<file path="src/rtl/imem_loader_pkg.sv">
// Shared definitions for the instruction-memory loader and the fetch stage.
package imem_loader_pkg;

    localparam int unsigned BYTE_W      = 8;
    localparam int unsigned IMEM_ADDR_W = 16;
    localparam int unsigned IMEM_DATA_W = 16;

    typedef enum logic [2:0] {
        S_IDLE,
        S_LEN_HI,
        S_LEN_LO,
        S_DATA_HI,
        S_DATA_LO,
        S_CHK,
        S_DONE,
        S_ERR
    } state_t;

endpackage

</file>
<file path="src/rtl/imem_loader_byte_assembler.sv">
// Pairs HI/LO bytes into an instruction word and keeps the running XOR checksum.
module imem_loader_byte_assembler
    import imem_loader_pkg::*;
(
    input  logic                clk,
    input  logic                reset,
    input  logic                clear,
    input  logic                hi_en,
    input  logic                lo_en,
    input  logic [BYTE_W-1:0]   data,
    output logic [BYTE_W-1:0]   csum,
    output logic [2*BYTE_W-1:0] word
);

    logic [BYTE_W-1:0] hi;

    always_ff @(posedge clk or negedge reset) begin
        if (!reset) begin
            hi   <= '0;
            csum <= '0;
        end else if (clear) begin
            csum <= '0;
        end else begin
            if (hi_en)
                hi <= data;
            if (hi_en || lo_en)
                csum <= csum ^ data;
        end
    end

    // LO byte is taken straight from the bus so the word is ready on the accepting edge.
    assign word = {hi, data};

endmodule

</file>
<file path="src/rtl/imem_loader.sv">
// Byte-stream loader: parses a length/data/checksum frame and writes 16-bit words to instruction memory.
module imem_loader
    import imem_loader_pkg::*;
#(
    parameter int unsigned ADDR_W = IMEM_ADDR_W,
    parameter int unsigned DATA_W = IMEM_DATA_W
) (
    input  logic              clk,
    input  logic              reset,
    input  logic              start,
    input  logic [BYTE_W-1:0] rx_data,
    input  logic              rx_valid,
    output logic              rx_ready,
    output logic              mem_we,
    output logic [ADDR_W-1:0] mem_addr,
    output logic [DATA_W-1:0] mem_wdata,
    output logic              busy,
    output logic              done,
    output logic              err,
    output logic              cpu_hold
);

    state_t              state, state_next;
    logic [15:0]         len;
    logic [15:0]         len_full;
    logic [ADDR_W:0]     count;
    logic                xfer;
    logic                idle_like;
    logic                overflow;
    logic                last_word;
    logic [BYTE_W-1:0]   csum;
    logic [2*BYTE_W-1:0] word;

    assign xfer      = rx_valid && rx_ready;
    assign idle_like = (state == S_IDLE) || (state == S_DONE) || (state == S_ERR);
    assign len_full  = {len[15:8], rx_data};
    assign overflow  = 33'(len_full) > (33'(1) << ADDR_W);
    assign last_word = (33'(count) + 33'd1) == 33'(len);

    imem_loader_byte_assembler u_asm (
        .clk   (clk),
        .reset (reset),
        .clear (idle_like && start),
        .hi_en (xfer && (state == S_DATA_HI)),
        .lo_en (xfer && (state == S_DATA_LO)),
        .data  (rx_data),
        .csum  (csum),
        .word  (word)
    );

    always_comb begin
        rx_ready = 1'b0;
        case (state)
            S_LEN_HI, S_LEN_LO, S_DATA_HI, S_DATA_LO, S_CHK: rx_ready = 1'b1;
            default: rx_ready = 1'b0;
        endcase
    end

    always_comb begin
        state_next = state;
        case (state)
            S_IDLE, S_DONE, S_ERR: if (start) state_next = S_LEN_HI;
            S_LEN_HI:  if (xfer) state_next = S_LEN_LO;
            S_LEN_LO: begin
                if (xfer) begin
                    if (len_full == '0)
                        state_next = S_CHK;
                    else if (overflow)
                        state_next = S_ERR;
                    else
                        state_next = S_DATA_HI;
                end
            end
            S_DATA_HI: if (xfer) state_next = S_DATA_LO;
            S_DATA_LO: if (xfer) state_next = last_word ? S_CHK : S_DATA_HI;
            S_CHK:     if (xfer) state_next = (rx_data == csum) ? S_DONE : S_ERR;
            default:   state_next = S_IDLE;
        endcase
    end

    always_ff @(posedge clk or negedge reset) begin
        if (!reset)
            state <= S_IDLE;
        else
            state <= state_next;
    end

    always_ff @(posedge clk or negedge reset) begin
        if (!reset) begin
            len       <= '0;
            count     <= '0;
            mem_we    <= 1'b0;
            mem_addr  <= '0;
            mem_wdata <= '0;
            busy      <= 1'b0;
            done      <= 1'b0;
            err       <= 1'b0;
            cpu_hold  <= 1'b1;
        end else begin
            mem_we <= 1'b0;
            case (state)
                S_IDLE, S_DONE, S_ERR: begin
                    if (start) begin
                        busy     <= 1'b1;
                        done     <= 1'b0;
                        err      <= 1'b0;
                        cpu_hold <= 1'b1;
                        count    <= '0;
                    end
                end
                S_LEN_HI: if (xfer) len[15:8] <= rx_data;
                S_LEN_LO: begin
                    if (xfer) begin
                        len[7:0] <= rx_data;
                        if ((len_full != '0) && overflow) begin
                            busy <= 1'b0;
                            err  <= 1'b1;
                        end
                    end
                end
                S_DATA_LO: begin
                    if (xfer) begin
                        mem_we    <= 1'b1;
                        mem_addr  <= count[ADDR_W-1:0];
                        mem_wdata <= DATA_W'(word);
                        count     <= count + (ADDR_W+1)'(1);
                    end
                end
                S_CHK: begin
                    if (xfer) begin
                        busy <= 1'b0;
                        if (rx_data == csum) begin
                            done     <= 1'b1;
                            cpu_hold <= 1'b0;
                        end else begin
                            err <= 1'b1;
                        end
                    end
                end
                default: ;
            endcase
        end
    end

endmodule

</file>
<file path="config.mk">
export PLATFORM = sky130hd
export DESIGN_NAME = imem_loader
export DESIGN_NICKNAME = d
export VERILOG_FILES = /design/src/rtl/imem_loader_pkg.sv /design/src/rtl/imem_loader_byte_assembler.sv /design/src/rtl/imem_loader.sv
export SDC_FILE = /design/constraint.sdc
export NUM_CORES = 1
export LEC_CHECK = 0
export CORE_ASPECT_RATIO = 1.4
export CORE_UTILIZATION = 30
export CTS_BUF_LIST = sky130_fd_sc_hd__clkbuf_8 sky130_fd_sc_hd__clkbuf_16
export CTS_CLUSTER_SIZE = 14
export DETAILED_ROUTE_END_ITERATION = 10
export GPL_TIMING_DRIVEN = 0
export MAX_ROUTING_LAYER = met4
export SYNTH_ARGS = -nofsm -noshare
export SYNTH_HDL_FRONTEND = slang
export SYNTH_SLANG_ARGS = --single-unit
</file>
<file path="constraint.sdc">
create_clock -name clk -period 6.2 [get_ports clk]
set_input_delay 1.55 -clock clk [delete_from_list [all_inputs] [get_ports clk]]
set_output_delay 1.55 -clock clk [all_outputs]
set_load 0.02 [all_outputs]
</file>
==> impl_metrics.yaml, run 1 <==
timing:
  finalSetupTns_ps: 0
  hold_slack_ps: 471
  slew_viol_final: 0
  max_clock_freq_ghz: 0.284
  clock-skew-final_ps: 8.93
  finalSetupViolCount: 0
  finalHoldViolations: 0
  relSlewSlack: 0.491
  worst_slew_pin_slew_ps: 764
  finalCriticalPeriod_ps: 3520
  rsz0062_at_grt: "false"
  layout_worst_path_cycle_share: 0.567
yosys:
  mappedNetlistArea_um2: 4390
  synth_nets: 479
  netlist_instances: 466
  ys_top_cells_by_area: "dfrtp_1, nand2_1, mux2_2, o21ai_0, xor2_1"
  synth_cell_types: 55
  avgSynthCellArea_um2: 9.42
  synthFlopType: "dfrtp_1"
  synth_seq_cells: 89
  synth_warnings: 0
  synth_top_area_cell: "dfrtp_1"
  seq_area_frac_synth: 0.508
  synth_top_area_frac: 0.502
  synth_edf_count: 0
  yosys-top-cells-count: "nand2_1, dfrtp_1, o21ai_0"
  ys_async_sr_fraction: 1.00
  yosysMostFrequentCell: "nand2_1"
outcome:
  outcome: "completed"
power:
  p_per_area_nw_per_um2: 403
  leakagePower_nw: 2.37
  worst_ir_drop_vdd_v: 0.000230
clocking:
  htree_levels: 3
  cts_tree: "yes"
  cts_setup_buffers: 0
  cts_hold_buf: 0
  clk_latency_ps: 350
  cts_resized: 0
  clockRootBuffer: "clkbuf_16"
  clockBufferDepth: 2
  numCtsBuffers: 9
  cts.sinks: 89
  path_clk_slew_ps: 70
grt:
  grt_max_degree: 55
  grt_usage: 0.152
  overflow: 0
  antenna_found_initial: 0
  grt_pass1_vias: 3556
  grt_pass1_wl_um: 17800
worst_setup_path:
  cp_cell_sequence: "clkbuf_1 > nor3_1 > a21oi_1 > clkdlybuf4s50_1"
  start_kind: "flop"
  cp_max_fo: 10
  cp_data_arrival_time_ps: 1970
  cp_top_family: "buffers and inverters"
  slowest_stage: "clkdlybuf4s50_1"
  r2r_end: "state[1]"
  r2r_slack_ps: 3730
  end_kind: "output pin"
  reg2reg_depth: 8
  path_buf_inv: 2
  crit_path_start: "state[1]"
  regToRegStartpoint: "count[0]"
  cpPeakStageDelay_ps: 630
  worstPathRequired_ps: 4650
  path_class: "flop to output pin"
flow_run:
  drv_cap: 0
drt:
  routed_wl_um: 10500
  first_pass_iters: 5
  antenna_left: 0
  drc: 0
  wl_per_cell_um: 14.9
  vias: 3459
  drt_iter0_drc: 175
  vias_per_cell: 4.87
finish:
  final_net_count: 533
  n_fill_cell: 1416
  diodes: 0
  synthToLayoutAreaGrowth_pct: 21.8
  drive_gt1_frac: 0.128
placement:
  gp_congestion: 0.825
  numPortBuffers: 42
  hpwl_um: 7630
worst_hold_path:
  min_to: "mem_wdata[15]"
  hold_path_depth: 2
  hp-class: "flop to flop"
  hp-start: "u_asm.hi[7]"
floorplanning:
  rows: 51
  coreArea_um2: 14100
  die_w_um: 104
  die_area_um2: 15100
  start_util: 0.311
  ios: 50
  fp.dieH_um: 145
==> logic make-up (layout without fill, tap and decap cells) <==
| family | count (synthesis) | in the layout | share of synthesized area |
|---|---|---|---|
| adders and majority gates | 1 | 1 | 0.00285 |
| muxes | 28 | 28 | 0.0707 |
| buffers and inverters | 36 | 95 | 0.0374 |
| and+or+nand+nor | 206 | 206 | 0.213 |
| xor gates and xnor gates | 33 | 33 | 0.0659 |
| AOI/OAI and AO/OA | 73 | 73 | 0.102 |
| DFF | 89 | 89 | 0.508 |
==> layout by cell type, fill, tap and decap left out, types with 9 or more instances in the layout <==
master           instances
xor2_1                  19
buf_2                    9
nand3_1                  9
nor4_1                  10
nor2_1                  30
dfrtp_1                 88
mux2_2                  24
o21ai_0                 41
clkbuf_16                9
clkdlybuf4s50_1         41
xnor2_1                 14
clkbuf_1                14
nand2_1                125
==> through the flow <==
stage	total power, mW	instance area, um^2	std cells	setup WS, ps	utilization
2_1_floorplan	1.37	4390	466	3230	-
3_3_place_gp	1.63	5040	693	296	0.357
3_5_place_dp	1.65	5060	694	2340	0.359
4_1_cts	2.18	5350	710	2660	0.379
5_1_grt	2.29	5350	710	2560	0.379
6_report	2.15	5350	710	2680	0.379
==> worst min-delay path: stages, from the launching register on <==
cell and delay, ps:
dfrtp_1 340, nand2_1 50, nand2_1 50
==> final cells by class <==
cell class,instances,area (um^2),area share
sequential,89,2230,0.417
clock inverter,7,55.1,0.0103
timing repair buffer,43,445,0.0833
buffer,31,145,0.0272
inverter,5,18.8,0.00351
clock buffer,9,225,0.0421
tap,185,231,0.0433
multi-input combinational,341,2000,0.373
==> worst max-delay path by stage <==
stage	cells past startpoint	to	slack [ps]
5_1_grt	4	rx_ready	2560
6_report	4	rx_ready	2680
3_3_place_gp	1	u_asm.hi[3]	300
4_1_cts	4	rx_ready	2660
3_5_place_dp	7	state[1]	2340
2_1_floorplan	7	state[1]	3230
==> state kept, by name (all words and copies together), names as in the netlist <==
register,count
count,17
len,16
mem_addr,16
mem_wdata,16
u_asm.csum,8
u_asm.hi,8
state,3
busy,1
cpu_hold,1
done,1
err,1
mem_we,1
==> power by group <==
group	internal [mW]	leakage (nW)	switching, mW
clock	0.276	0.132	0.241
sequential	0.751	1.15	0.124
combinational	0.352	1.08	0.411
==> routing by layer <==
| metal | share of wire | wire length, um | track usage |
|---|---|---|---|
| met1 | 0.44 | 4680 | 0.181 |
| met2 | 0.50 | 5240 | 0.252 |
| met3 | 0.035 | 365 | 0.0247 |
| met4 | 0.024 | 255 | 0.0686 |
| met5 | 0 | 0 | - |
Note: power is estimated with default switching activity, not from simulation.
==> inputs of run 2 (changes only) <==
==> constraint.sdc (replaced) <==
create_clock -name clk -period 3.5 [get_ports clk]
set_input_delay 0.875 -clock clk [delete_from_list [all_inputs] [get_ports clk]]
set_output_delay 0.875 -clock clk [all_outputs]
set_load 0.02 [all_outputs]
==> results of run 2 <==
The final DEF is identical to that of run 1. Status: completed.
Main changes from that run: setup slack after placement 2340 ps -> 315 ps; setup slack after layout 2680 ps -> 658 ps; register-to-register setup slack 3730 ps -> 1030 ps; total power 2.15 mW -> 3.82 mW; worst IR drop on VDD 0.000230 V -> 0.000408 V
